**src/rtl/i3c_pkg.sv**
```systemverilog
// Shared constants for the I3C SDR transfer buffer: flag bit positions,
// default geometry and the TX underrun fill byte.
package i3c_pkg;

    localparam int DEF_DW    = 8;
    localparam int DEF_DEPTH = 16;
    localparam logic [7:0] DEF_UNDERRUN_FILL = 8'hFF;

    localparam int NUM_FLAGS  = 4;
    localparam int FLG_TX_OVF = 0;
    localparam int FLG_TX_UDR = 1;
    localparam int FLG_RX_OVR = 2;
    localparam int FLG_RX_UDF = 3;

    // Adds 0..2 to a 16-bit byte count, sticking at 16'hFFFF.
    function automatic logic [15:0] sat_add16(input logic [15:0] a, input logic [1:0] b);
        logic [16:0] sum;
        sum = {1'b0, a} + {15'd0, b};
        return sum[16] ? 16'hFFFF : sum[15:0];
    endfunction

endpackage

```
**src/rtl/i3c_byte_fifo.sv**
```systemverilog
// Show-ahead byte FIFO with flush and single-cycle overflow/underflow pulses.
// A push into a full FIFO is still accepted when a pop happens in the same cycle.
module i3c_byte_fifo #(
    parameter int DW    = 8,
    parameter int DEPTH = 16
) (
    input  logic                     clk,
    input  logic                     rst_n,
    input  logic                     push,
    input  logic                     pop,
    input  logic                     flush,
    input  logic [DW-1:0]            wdata,
    output logic [DW-1:0]            rdata,
    output logic [$clog2(DEPTH):0]   level,
    output logic                     full,
    output logic                     empty,
    output logic                     ovf,
    output logic                     udf
);
    localparam int AW = $clog2(DEPTH);
    localparam int LW = AW + 1;

    logic [DW-1:0] mem [DEPTH];
    logic [AW-1:0] wr_ptr;
    logic [AW-1:0] rd_ptr;
    logic [LW-1:0] count;
    logic          push_ok;
    logic          pop_ok;

    assign full    = (count == LW'(DEPTH));
    assign empty   = (count == '0);
    assign push_ok = push && !flush && (!full || pop);
    assign pop_ok  = pop && !flush && !empty;
    assign ovf     = push && !flush && full && !pop;
    assign udf     = pop && !flush && empty;
    assign rdata   = mem[rd_ptr];
    assign level   = count;

    // NOTE: sequential state uses non-blocking (<=) so every register samples
    // pre-edge values; blocking here would create order-dependent races.
    always_ff @(posedge clk or negedge rst_n) begin
        if (!rst_n) begin
            wr_ptr <= '0;
            rd_ptr <= '0;
            count  <= '0;
        end else if (flush) begin
            wr_ptr <= '0;
            rd_ptr <= '0;
            count  <= '0;
        end else begin
            if (push_ok) wr_ptr <= wr_ptr + AW'(1);
            if (pop_ok)  rd_ptr <= rd_ptr + AW'(1);
            unique case ({push_ok, pop_ok})
                2'b10:   count <= count + LW'(1);
                2'b01:   count <= count - LW'(1);
                default: count <= count;
            endcase
        end
    end

    // NOTE: the data array is deliberately not reset; after reset the pointers
    // and count make every stale entry unreachable, and the outputs are masked
    // while empty.
    always_ff @(posedge clk) begin
        if (push_ok) mem[wr_ptr] <= wdata;
    end

endmodule

```
**src/rtl/i3c_sdr_xfer_buffer.sv**
```systemverilog
// TX/RX byte buffering between the APB register file and the SDR engine, with
// sticky error flags and per-transfer byte counting. Optional irq: I3C_XFER_BUF_IRQ_EN.
module i3c_sdr_xfer_buffer
    import i3c_pkg::*;
#(
    parameter int             DW            = DEF_DW,
    parameter int             DEPTH         = DEF_DEPTH,
    parameter logic [DW-1:0]  UNDERRUN_FILL = DW'(DEF_UNDERRUN_FILL),
    parameter bit             AUTO_TX_FLUSH = 1'b0
) (
    input  logic                     clk_apb,
    input  logic                     rst_n,
    input  logic                     host_wr_en,
    input  logic [DW-1:0]            host_wdata,
    input  logic                     host_rd_en,
    output logic [DW-1:0]            host_rdata,
    input  logic                     i3c_rd_en,
    output logic [DW-1:0]            i3c_tx_data,
    input  logic                     i3c_wr_en,
    input  logic [DW-1:0]            i3c_rx_data,
    output logic                     i3c_tx_ready,
    output logic                     i3c_rx_ready,
    input  logic                     start_detected,
    input  logic                     stop_detected,
    input  logic                     tx_flush,
    input  logic                     rx_flush,
    input  logic [3:0]               flag_clr,
    output logic [$clog2(DEPTH):0]   tx_level,
    output logic [$clog2(DEPTH):0]   rx_level,
    output logic [3:0]               flags,
    output logic [15:0]              last_xfer_len,
    output logic                     irq
`ifdef I3C_XFER_BUF_IRQ_EN
    ,
    input  logic [5:0]               irq_mask
`endif
);
    localparam int LW = $clog2(DEPTH) + 1;

    logic [DW-1:0] tx_head, rx_head;
    logic          tx_empty, rx_empty, rx_full;
    logic          tx_ovf, tx_udf, rx_ovf, rx_udf;
    logic          tx_clear;
    logic          tx_pop_ok, rx_push_ok;
    logic [1:0]    xfer_step;
    logic [15:0]   xfer_cnt, xfer_next;
    logic [3:0]    flag_set;

    assign tx_clear = tx_flush || (AUTO_TX_FLUSH && stop_detected);

    i3c_byte_fifo #(.DW(DW), .DEPTH(DEPTH)) u_tx_fifo (
        .clk   (clk_apb),
        .rst_n (rst_n),
        .push  (host_wr_en),
        .pop   (i3c_rd_en),
        .flush (tx_clear),
        .wdata (host_wdata),
        .rdata (tx_head),
        .level (tx_level),
        .full  (),
        .empty (tx_empty),
        .ovf   (tx_ovf),
        .udf   (tx_udf)
    );

    i3c_byte_fifo #(.DW(DW), .DEPTH(DEPTH)) u_rx_fifo (
        .clk   (clk_apb),
        .rst_n (rst_n),
        .push  (i3c_wr_en),
        .pop   (host_rd_en),
        .flush (rx_flush),
        .wdata (i3c_rx_data),
        .rdata (rx_head),
        .level (rx_level),
        .full  (rx_full),
        .empty (rx_empty),
        .ovf   (rx_ovf),
        .udf   (rx_udf)
    );

    assign i3c_tx_data  = tx_empty ? UNDERRUN_FILL : tx_head;
    assign host_rdata   = rx_empty ? '0 : rx_head;
    assign i3c_tx_ready = !tx_empty;
    assign i3c_rx_ready = !rx_full;

    // Only bytes the engine actually moved count toward the transfer length.
    assign tx_pop_ok  = i3c_rd_en && !tx_clear && !tx_empty;
    assign rx_push_ok = i3c_wr_en && !rx_flush && (!rx_full || host_rd_en);
    assign xfer_step  = {1'b0, tx_pop_ok} + {1'b0, rx_push_ok};
    assign xfer_next  = sat_add16(xfer_cnt, xfer_step);

    // Stop latches the running count before a coincident start clears it.
    always_ff @(posedge clk_apb or negedge rst_n) begin
        if (!rst_n) begin
            xfer_cnt      <= '0;
            last_xfer_len <= '0;
        end else begin
            if (stop_detected)  last_xfer_len <= xfer_next;
            if (start_detected) xfer_cnt      <= '0;
            else                xfer_cnt      <= xfer_next;
        end
    end

    // NOTE: every always_comb output gets a default first so no path leaves it
    // unassigned, which would infer a latch.
    always_comb begin
        flag_set             = '0;
        flag_set[FLG_TX_OVF] = tx_ovf;
        flag_set[FLG_TX_UDR] = tx_udf;
        flag_set[FLG_RX_OVR] = rx_ovf;
        flag_set[FLG_RX_UDF] = rx_udf;
    end

    always_ff @(posedge clk_apb or negedge rst_n) begin
        if (!rst_n) flags <= '0;
        else        flags <= (flags & ~flag_clr) | flag_set;
    end

`ifdef I3C_XFER_BUF_IRQ_EN
    logic       tx_idle;
    logic [5:0] irq_src;

    assign irq_src = {tx_idle && tx_empty, rx_level >= LW'(DEPTH / 2), flags};

    // irq_mask bit = 1 suppresses the matching source.
    always_ff @(posedge clk_apb or negedge rst_n) begin
        if (!rst_n) begin
            tx_idle <= 1'b0;
            irq     <= 1'b0;
        end else begin
            if (stop_detected)   tx_idle <= 1'b1;
            else if (host_wr_en) tx_idle <= 1'b0;
            irq <= |(irq_src & ~irq_mask);
        end
    end
`else
    assign irq = 1'b0;
`endif

endmodule

```
**config.mk**
```make
export PLATFORM = sky130hd
export DESIGN_NAME = i3c_sdr_xfer_buffer
export DESIGN_NICKNAME = d
export VERILOG_FILES = /design/src/rtl/i3c_pkg.sv /design/src/rtl/i3c_byte_fifo.sv /design/src/rtl/i3c_sdr_xfer_buffer.sv
export SDC_FILE = /design/constraint.sdc
export NUM_CORES = 1
export LEC_CHECK = 0
export CAP_MARGIN = 10
export CELL_PAD_IN_SITES_DETAIL_PLACEMENT = 0
export CELL_PAD_IN_SITES_GLOBAL_PLACEMENT = 1
export CORE_AREA = 2 2 159 161
export CTS_BUF_LIST = sky130_fd_sc_hd__clkbuf_2 sky130_fd_sc_hd__clkbuf_4 sky130_fd_sc_hd__clkbuf_8
export DETAILED_ROUTE_END_ITERATION = 7
export DIE_AREA = 0 0 161 163
export PLACE_DENSITY = 0.9
export SYNTH_ARGS = -nofsm -noshare
export SYNTH_HDL_FRONTEND = slang
export SYNTH_HIERARCHICAL = 1
export SYNTH_SLANG_ARGS = --single-unit
```
**constraint.sdc**
```tcl
create_clock -name clk_apb -period 8.5 [get_ports clk_apb]
set_input_delay 1.275 -clock clk_apb [delete_from_list [all_inputs] [get_ports clk_apb]]
set_output_delay 1.275 -clock clk_apb [all_outputs]
set_load 0.02 [all_outputs]
```
# Yosys cells after proc, flatten, opt, wreduce, memory -nomap -nowiden
# Memory sizes are Yosys's and may differ from the RTL's.
# Index checks and enable logic that the tools add are counted.
[totals] regBits=62 mem_bits_rw=256 inputBits=30 output_inout_bits=49 elab_cells=82 memories=2
[mem_list] name="u_rx_fifo.mem" depth=16 width=8 rd=1 rd_clocked_by_memory_dff=0 write_ports=1 line_no="i3c_byte_fifo.sv:23" text="logic [DW-1:0] mem [DEPTH];"
[mem_list] name="u_tx_fifo.mem" depth=16 width=8 rd=1 rd_clocked_by_memory_dff=0 write_ports=1 line_no="i3c_byte_fifo.sv:23"
[classes] n_addsub=10 n_eq_ne=6 muxes=20 bitwise=3 n_reduce_logical=32
[op_table] cell="16-bit two-way mux" n=2
[op_table] cell="4-bit two-way mux" n=8
[op_table] cell="5-bit one-hot mux with 2 select lines" n=2
[op_table] cell="16-bit by 2-bit adder with 17-bit output" n=1
[op_table] cell="4-bit by 1-bit adder with 4-bit output, second input constant" n=4
[op_table] cell="8-bit two-way mux" n=2
[op_table] cell="1-bit logical AND" n=14
[op_table] cell="5-bit by 1-bit adder with 5-bit output, second input constant" n=2
[op_table] cell="5-bit equality test, second input constant" n=2
[op_table] cell="5-bit zero test" n=2
[op_table] cell="5-bit two-way mux" n=2
[op_table] cell="5-bit by 1-bit subtractor with 5-bit output, second input constant" n=2
[op_table] cell="1-bit zero test" n=8
[op_table] cell="2-bit nonzero test" n=4
[op_table] cell="3-bit nonzero test" n=2
[op_table] cell="4-bit bitwise AND" n=1
[op_table] cell="2-bit by 1-bit equality test with 1-bit output, second input constant" n=2
[op_table] cell="2-bit equality test, second input constant" n=2
[op_table] cell="1-bit two-way mux" n=4
[op_table] cell="4-bit inverter" n=1
[op_table] cell="4-bit OR" n=1
[op_table] cell="1-bit by 1-bit adder with 2-bit output" n=1
[op_table] cell="1-bit logical OR" n=2

# Longest topological paths before layout
# Gate-level depths: netlist of run 1.
[logic_depth] depth_word=8 ltp_mapped=14 ltp_nobuf=11

# Modules after synthesis
# Netlist of run 1, hierarchy kept.
[modules_own_cells] mod="i3c_byte_fifo" instances=2 cells_each=313 area_per_inst_um2=6002.0 seq_area_each_um2=4169.0
[modules_own_cells] mod="i3c_sdr_xfer_buffer" instances=1 cells_each=177 area_per_inst_um2=1781.7 seq_area_each_um2=900.9

# Worst setup path after synthesis of run 1
# OpenSTA, ideal clock, no wires.
[synth_path] path_kind="input to register" start="input host_rd_en" end="register u_rx_fifo.count[4], in the netlist u_rx_fifo/level[4]" setup_time_ps=71 arrival_ps=3283 required_ps=8429 slack_ps=5146 path_stages=9 n_path_buf=1 path_cell_list="clkbuf_1 -> nor3b_1 -> o21ai_2 -> xnor2_1 -> ha_1 -> o21ba_2 -> o221a_2 -> or4_1 -> nand4_1"
[synth_between] elab_chain_len=5 word_cells_on_any_way=9 cone_classes="2 x eq/ne; 2 x mux; 5 x reduce/logical"
[synth_rtl] item="start: declaration" line_no="i3c_sdr_xfer_buffer.sv:15" text="input logic host_rd_en,"
[synth_rtl] item="1-bit logical AND or 1-bit logical OR (tied branches)" line_no="i3c_byte_fifo.sv:33, i3c_byte_fifo.sv:32"
[synth_rtl] item="1-bit logical AND, on equally long branches" line_no="i3c_byte_fifo.sv:33, i3c_byte_fifo.sv:32"
[synth_rtl] item="2-bit by 1-bit equality test with 1-bit output or 2-bit equality test (tied branches)" line_no="i3c_byte_fifo.sv:53" text="unique case ({push_ok, pop_ok})"
[synth_rtl] item="5-bit one-hot mux with 2 select lines" line_no="i3c_byte_fifo.sv:53"
[synth_rtl] item="5-bit two-way mux" line_no="i3c_byte_fifo.sv:46" text="end else if (flush) begin"
[synth_rtl] item="end signal: assignment" line_no="i3c_byte_fifo.sv:54" text="2'b10: count <= count + LW'(1);"
[synth_rtl] item="end signal: assignment" line_no="i3c_byte_fifo.sv:55" text="2'b01: count <= count - LW'(1);"
[synth_rtl] item="end signal: assignment" line_no="i3c_byte_fifo.sv:56" text="default: count <= count;"
[synth_rtl] item="end: declaration" line_no="i3c_byte_fifo.sv:26" text="logic [LW-1:0] count;"
# Parallel ways exist; a longest one is shown, timed or not.
# A chain may end at the register's enable or synchronous reset.

# Worst setup path in the final report of run 1
[layout_path] start="register u_tx_fifo.rd_ptr[0]" end="output i3c_tx_data[7]"
[layout_between] elab_chain_len=2
[layout_rtl] item="start: declaration" line_no="i3c_byte_fifo.sv:25" text="logic [AW-1:0] rd_ptr;"
[layout_rtl] item="start signal: assignment" line_no="i3c_byte_fifo.sv:52" text="if (pop_ok) rd_ptr <= rd_ptr + AW'(1);"
[layout_rtl] item="memory 16 x 8 bit"
[layout_rtl] item="net tx_head[7]" line_no="i3c_sdr_xfer_buffer.sv:40" text="logic [DW-1:0] tx_head, rx_head;"
[layout_rtl] item="8-bit two-way mux" line_no="i3c_sdr_xfer_buffer.sv:81" text="assign i3c_tx_data = tx_empty ? UNDERRUN_FILL : tx_head;"
[layout_rtl] item="end: declaration" line_no="i3c_sdr_xfer_buffer.sv:18" text="output logic [DW-1:0] i3c_tx_data,"
# The timed path passes the listed nets, and every way through them passes these cells.

==> impl_results.md, run 1 <==
- Global-route wire length before repair: 42600 um
- Area growth syn-to-layout: 13.8%
- Post-Syn Area: 13800 um2
- CP max stage cell: dfrtp_2
- Initial antenna violation count: 0
- Tcrit/Tclk final: 0.584
- Die X-Extent: ~160 um
- Clock period minus worst slack: just under 5000 ps
- Critical path class: flip-flop to primary output
- Routed WL per cell: 21.6 um
- Post-CTS setup buffers: 0
- Final Hold Fails: 0
- DRT Pass-1 Iters: 6
- Actual slew at the worst max-slew pin: around 1100 ps
- Vias in the first global route: 7398
- Max-cap violations: 0
- CP startpoint kind: flip-flop
- Global route overflow: 0
- Pleak: between 5 and 6 nW
- ANT nets after route: 0
- Max clock buf depth: 3
- Synth Net Count: 848
- Clk sink count: 318
- Status: finished clean
- Initial DRC Count: 558
- Layout cell share with drive strength beyond 1: 0.197
- CP max stage delay: 1090 ps
- CTS tree: built
- Synth Area per Inst: 17.2 um2
- Slew headroom: 0.269
- CTS resizes: 0
- DRC violations left: 0
- Core area: 24700 um2
- Clock-pin slew of the registers on the worst-case setup and hold paths: 60 ps
- Syn. warnings: 6
- Fin nets: 939
- Type of the worst min-delay path: flip-flop to flip-flop
- Count of final max-slew check failures: 0
- Number of I/O port buffers: 77
- Total clock buffers created by CTS: 50
- Initial Util: 0.559
- Syn Inst Count: 802
- Crit path launch: u_tx_fifo/rd_ptr[0]
- H-tree Lvls: 2
- PwrDens: 267 nW/um2
- FMAX: just over 200 MHz
- Clk_skew: 35.3 ps
- DR vias: between 7000 and 8000
- Reg2Reg Launch Point: u_tx_fifo/level[1]
- Final WL: 27300 um
- Post-route cell area: 15700 um2
- Largest net degree at the start of global routing: 63
- Worst-Skew Late Latency: 590 ps
- CTS Hold Bufs: 0
- RSZ-0062 raised after global routing: no
- Critical path, cell by cell: mux4_1 -> mux4_2 -> or2_2 -> clkdlybuf4s50_1
- Die height: 163 um
- Drt via density: 5.92
- Setup Viol. Count Final: 0
- Layout Cells excl Fill: approximately 1300
- CP arrival: 3690 ps
- Cell Area, Placed: around 15000 um2
- DPL Wire Length: 16900 um
- Top Ports: 79
- Crit path required time: 7220 ps
- Maximum VDD drop: 0.182 mV
- Type of destination of the critical path: primary output
- Fillers: approximately 1800
- Post-Place Cells: 1171
- # diodes: 0
- GRT Overall Usage: 0.214
- CTS root buffer: clkbuf_8
- Die ar.: 26200 um2
- Standard-cell rows: 58
- Final setup TNS: 0 ps
- Hold Path Origin: flags[1]
- CP Max Fanout: 35
- GP Congestion: 0.789
[layer usage]
| layer | share of wire | GRT usage | vias to the layer above |
|---|---|---|---|
| met5 | 0 | 0 | - |
| met2 | 0.50 | 0.347 | 221 |
| met4 | 0.019 | 0.0609 | 0 |
| li1 | - | - | 3363 |
| met3 | 0.057 | 0.0420 | 45 |
| met1 | 0.43 | 0.299 | 3836 |
[power breakdown]
group | internal (W) | switching (W) | total [W]
Clock | 0.000637 | 0.000582 | 0.00122
Sequential | 0.00175 | 0.000110 | 0.00186
Combinational | 0.000532 | 0.000573 | 0.00110
[registers in the layout, indices dropped and copies added (netlist names)]
name / flops
u_tx_fifo/mem: 128
u_rx_fifo/mem: 128
u_tx_fifo/wr_ptr: 4
u_rx_fifo/level: 5
u_rx_fifo/wr_ptr: 4
last_xfer_len: 16
u_rx_fifo/rd_ptr: 4
u_tx_fifo/rd_ptr: 4
xfer_cnt: 16
u_tx_fifo/level: 5
flags: 4
[path summary, 6_finish.rpt]
| check | to | slack [ps] | cells past startpoint |
|---|---|---|---|
| max | i3c_tx_data[7] | 3530 | 4 |
| min | flags[1] | 480 | 1 |
| max reg2reg | last_xfer_len[7] | 4810 | 11 |
| min reg2reg | flags[1] | 480 | 1 |
| max in group asynchronous | u_tx_fifo/rd_ptr[0] | 7030 | 2 |
| min in group asynchronous | u_rx_fifo/level[0] | 860 | 2 |
[per-stage QoR]
stage	worst slack [ps]	hold slack [ps]	power (W)	util
floorplan	5150	580	0.00264	-
detailed placement	4070	466	0.00300	0.597
global placement	4120	460	0.00298	0.597
global route	3330	502	0.00436	0.636
finish	3530	475	0.00418	0.636
CTS	3450	479	0.00422	0.636
[worst max-delay path, delay by kind of cell (launching register included)]
family	cells	cell delay (ps)
simple gates	1	310
mux	2	1150
buf+inv	1	550
flops	1	1090
[cells in the final DEF, fill, tap and decap left out, types with 18 or more instances in the layout]
master,instances
edfxtp_1,256
nor2_1,43
dfrtp_1,60
inv_1,29
clkbuf_4,18
and2_1,24
clkbuf_8,50
mux4_2,64
clkdlybuf4s50_1,76
a21oi_1,29
[cell type report]
class	instances	area [um2]	share of cell area
Timing Repair Buffer	82	803	0.0512
Clock inverter	23	131	0.00838
Multi-Input combinational cell	412	4170	0.266
Sequential cell	318	9240	0.589
Tap cell	330	413	0.0263
Inverter	29	109	0.00694
Clock buffer	68	823	0.0525
No activity file was read; power rests on OpenSTA's default activity.
==> run 2: changes to the inputs <==
- CORE_AREA: 2 2 159 161 -> 2 2 173 175
- DIE_AREA: 0 0 161 163 -> 0 0 175 177
- PLACE_DENSITY: 0.9 -> 0.81
- clock period: 8.5 -> 4.2 ns (I/O delays scaled with it)
==> run 2 against run 1 <==
Final area rose by 1.3%. Global-route usage fell by 4.3 points. Sequential share of layout area fell by 0.73 points. Highest routed layer unchanged. Largest power group unchanged. Largest cell class unchanged.
==> impl_results.md, run 2 (synthesis gave the netlist of run 1 again) <==
- DPL Wire Length: 17500 um (+3.7%)
- Final Hold Fails: 0 (unchanged)
- Clock power frac: 0.299 (+0.008)
- Setup Viol. Count Final: 0 (unchanged)
- Wire length on met3: 1400 um (-9.9%)
- Fillers: 2325 (+33%)
- Area growth syn-to-layout: 15.3%
- Switching pwr: 0.00259 W (+110%)
- Layout Cells excl Fill: 1332 (+5.5%)
- Number of I/O port buffers: 77 (unchanged)
- CP startpoint kind: flip-flop
- Fin nets: 946 (+0.75%)
- Top Ports: 79 (unchanged)
- Clock period minus worst slack: roughly 4000 ps
- Post-CTS setup buffers: 0 (unchanged)
- Global-route wire length before repair: 41300 um (-3.0%)
- Critical path class: flip-flop to primary output
- Register-to-register setup slack: 1000 ps (-3810 ps)
- Routed WL per cell: 19.5 um (-10%)
- Combinational power share: 0.267 (+0.003)
- Commonest non-fill, non-tap cell in the layout: edfxtp_1
- Count of final max-slew check failures: 0 (unchanged)
- Top Layer Used: met4
- Max-cap violations: 0 (unchanged)
- Status: finished clean
- Final setup TNS: 0 ps (unchanged)
- R2R cell count: 12 (+1)
- Type of destination of the critical path: primary output
- Die X-Extent: 175 um (+8.7%)
- WHS: 149 ps (-326 ps)
- RSZ-0062 raised after global routing: no
- ANT nets after route: 0 (unchanged)
- WL met2: 12500 um (-7.9%)
- Total clock buffers created by CTS: 51 (+2.0%)
- Slew headroom: 0.197 (-0.0717)
- Cell Area, Placed: 14900 um2 (+0.90%)
- # diodes: 0 (unchanged)
- CTS tree: built
- Pleak: 5.46 nW (+0.99%)
- Core area: 29200 um2 (+19%)
- Die ar.: 31000 um2 (+18%)
- Clk sink count: 318 (unchanged)
- Clk_skew: 50.9 ps (+15.6 ps)
- Worst-Skew Late Latency: 600 ps (about the same)
- Largest net degree at the start of global routing: 37 (-41%)
- DRT Pass-1 Iters: 5 (-1)
- GP Congestion: 0.797 (+1.1%)
- Initial DRC Count: 586 (+5.0%)
- Seq pwr share: 0.434 (-0.010)
- Util after Layout: 0.543 (-0.0926)
- Global route overflow: 0 (unchanged)
- Max clock buf depth: 3 (unchanged)
- Type of the worst min-delay path: primary input to async pin
- DR vias: 7460 (-0.067%)
- Tcrit/Tclk final: 0.954
- GRT Overall Usage: 0.170 (-0.0434)
- Vias in the first global route: 7445 (+0.64%)
- Switch share: 0.300 (-0.00195)
- FMAX: 250 MHz
- Maximum VDD drop: 0.304 mV (+66%)
- Post-Place Cells: 1237 (+5.6%)
- Die height: 177 um (+8.6%)
- Metal-1 WL: 11700 um (-0.14%)
- Initial Util: 0.471 (-0.0873)
- CP Max Fanout: 13 (-63%)
- H-tree Lvls: 2 (unchanged)
- Layout cell share with drive strength beyond 1: 0.202 (+0.00427)
- CTS resizes: 0 (unchanged)
- Initial antenna violation count: 0 (unchanged)
- CTS root buffer: clkbuf_8
- Actual slew at the worst max-slew pin: 1200 ps (+104 ps)
- CTS Hold Bufs: 0 (unchanged)
- Clock-pin slew of the registers on the worst-case setup and hold paths: 60 ps (about the same)
- Drt via density: 5.60 (-5.3%)
- Largest regs: u_rx_fifo/mem (128), u_tx_fifo/mem (128)
- Standard-cell rows: 63 (+8.6%)
- PwrDens: 543 nW/um2 (+100%)
- Final WL: 25900 um (-5.1%)
- Post-route cell area: 15900 um2 (+1.3%)
- Internal power: 0.00604 W (+110%)
- Most frequent cells in the layout: 256 x edfxtp_1, 76 x clkdlybuf4s50_1, 64 x mux4_2, 60 x dfrtp_1, 55 x clkbuf_8
- DRC violations left: 0 (unchanged)
- Crit path required time: 3570 ps (-3650 ps)
- CP arrival: 3380 ps (-310 ps)
-- run 2: cell count changes in the layout (fill, tap and decap cells not counted) --
cell,delta
clkbuf_4,-8
inv_12,+1
buf_4,+5
buf_12,+1
clkinv_8,-1
clkinvlp_4,+2
clkinv_1,+4
clkbuf_8,+5
clkinv_4,-1
bufinv_16,+1
clkinv_2,+1
-- run 2: per-stage QoR --
stage / setup slack, ps / power [W]
after global routing: 44.6 / 0.00905
after global placement: 739 / 0.00611
final: 194 / 0.00863
after floorplan: 1190 / 0.00534
after CTS: 121 / 0.00873
after detailed placement: 645 / 0.00613
-- run 2: cell type report --
type,instances,area [um2],area share
Multi-Input combinational cell,412,4170,0.262
Clock inverter,30,188,0.0118
Timing Repair Buffer,88,861,0.0542
Clock buffer,65,832,0.0524
Inverter,29,109,0.00685
Sequential cell,318,9240,0.582
Tap cell,390,488,0.0307
-- run 2: worst paths after layout --
path,from,to
min reg2reg,flags[1],flags[1]
min,rst_n,u_rx_fifo/level[3]
max in group asynchronous,rst_n,xfer_cnt[7]
max,u_tx_fifo/rd_ptr[0],i3c_tx_data[0]
max reg2reg,u_tx_fifo/level[2],last_xfer_len[5]
min in group clk_apb,flags[1],flags[1]
-- run 2: critical path, stage by stage, from the launching register on --
cell,delay [ps]
dfrtp_2,600
buf_4,290
mux4_1,570
mux4_2,460
or2_2,330
clkdlybuf4s50_1,550
-- run 2: power by group through the flow --
stage | Combinational [W] | Sequential (W) | Clock [W]
floorplan | 0.00158 | 0.00376 | 0
global placement | 0.00230 | 0.00381 | 0
detailed placement | 0.00232 | 0.00381 | 0
CTS | 0.00232 | 0.00375 | 0.00266
global route | 0.00248 | 0.00377 | 0.00280
finish | 0.00230 | 0.00374 | 0.00258
-- run 2: routing by layer --
| metal | global-route usage | up-vias |
|---|---|---|
| li1 | - | 3381 |
| met1 | 0.243 | 3843 |
| met2 | 0.273 | 201 |
| met3 | 0.0314 | 35 |
| met4 | 0.0448 | 0 |
| met5 | 0 | - |
==> variant: new RTL, config.mk and constraints of run 2 <==
The option `I3C_XFER_BUF_IRQ_EN` is turned on by a define.
--- a/src/rtl/i3c_sdr_xfer_buffer.sv
+++ b/src/rtl/i3c_sdr_xfer_buffer.sv
@@ -1,4 +1,6 @@
 // TX/RX byte buffering between the APB register file and the SDR engine, with
 // sticky error flags and per-transfer byte counting. Optional irq: I3C_XFER_BUF_IRQ_EN.
+`define I3C_XFER_BUF_IRQ_EN
+
 module i3c_sdr_xfer_buffer
     import i3c_pkg::*;
Ports: changed (added irq_mask); port bits go from 79 to 85. No check against the original RTL was run, so the function may have changed too.
==> variant against run 2 <==
  * Sequential cell count rose by 2
  * Design area grew 1.1%
  * Setup slack improved by 0.017 ns
  * Critical path depth did not move
  * Hold slack improved by 0.021 ns
  * Synthesized area rose by 0.50%
  * Power up 2.2%
  * Routed wire length is 3.0% higher
  * Critical path type unchanged
  * Largest cell class unchanged
==> variant: results (changes against run 2) <==
Final-stage net count - 972 (+2.7%)
Vias - 7,553 (+1.2%)
WL final - 26.7 mm (+3.0%)
FILL cells - 2,294 (-1.3%)
Post-Syn Nets - 863 (+1.8%)
FF-to-FF End - last_xfer_len[15]
Reg-to-reg setup timing slack - 1.06 ns (+0.06 ns)
Slowest CP cell - dfrtp_4
Clock transition at the registers of the reported paths - 0.06 ns (about the same)
PostCTS Resize Cnt - 1 (+1)
Post-DP Area - 0.0150 mm2 (+0.99%)
Layout cells sized above 1 - 21.6% (+1.4 points)
GR Util All Layers - 17.7% (+0.64 points)
Buffers on Ports - 84 (+9.1%)
Largest net degree at the start of global routing - 38 (+2.7%)
Final Wtd Congestion - 0.803 (+0.68%)
CP Max Fanout - 20 (+7)
Pleak - 0.00550 uW (+0.74%)
Status - complete, no violations
Maximum VDD drop - 0.325 mV (+7.1%)
Worst-margin pin slew - 0.946 ns (-0.254 ns)
DP Wirelength - 18.0 mm (+3.0%)
Iter 0 DRT Violations - 530 (-9.6%)
Total CTS buffers - 52 (+2.0%)
Post-CTS setup buffers - 0 (unchanged)
Clock Latency Late Sink - 0.58 ns (-0.02 ns)
Number of global-route vias before repair - 7,535 (+1.2%)
Max incr delay on CP - 0.64 ns (+0.04 ns)
Critical Path AT - 3.36 ns (-0.02 ns)
variant: cell type report:
cell class	instances	area [um2]	share of cell area (%)
inverters	28	105	0.654
clock buffers	74	900	5.60
well taps	390	488	3.04
flip-flops and latches	320	9290	57.9
repair buffers	98	941	5.86
clock inverters	20	146	0.911
multi-input cells	420	4190	26.1
variant: worst max path at each step:
stage | startpoint | endpoint | slack, ns
after CTS | u_tx_fifo/rd_ptr[0] | i3c_tx_data[2] | 0.12
after detailed placement | i3c_wr_en | last_xfer_len[15] | 0.60
after floorplan | u_tx_fifo/level[2] | last_xfer_len[10] | 1.05
final | u_tx_fifo/rd_ptr[0] | i3c_tx_data[2] | 0.21
after global placement | i3c_wr_en | last_xfer_len[13] | 0.64
after global routing | u_tx_fifo/rd_ptr[0] | i3c_tx_data[2] | 0.06
variant: through the flow:
stage	instances	hold WS, ns	util [%]	worst slack [ns]	total power [uW]
2_1_floorplan	811	0.334	-	1.05	5410
3_3_place_gp	1256	0.459	51.3	0.642	6210
3_5_place_dp	1256	0.467	51.3	0.604	6230
4_1_cts	1350	0.165	54.9	0.121	8910
5_1_grt	1350	0.213	54.9	0.0613	9240
6_report	1350	0.170	54.9	0.211	8810
variant: report_power, final:
| part | internal (uW) | total, uW | switching (uW) |
|---|---|---|---|
| clock | 1460 | 2660 | 1200 |
| sequential | 3570 | 3800 | 228 |
| combinational | 1150 | 2360 | 1210 |
| total | 6170 | 8810 | 2640 |
variant: metal layers:
layer | up-vias | global-route usage, % | share of wire, %
li1 | 3448 | - | -
met1 | 3892 | 24.0 | 44
met2 | 176 | 29.4 | 50
met3 | 37 | 3.48 | 4.6
met4 | 0 | 4.83 | 1.8
met5 | - | 0 | 0
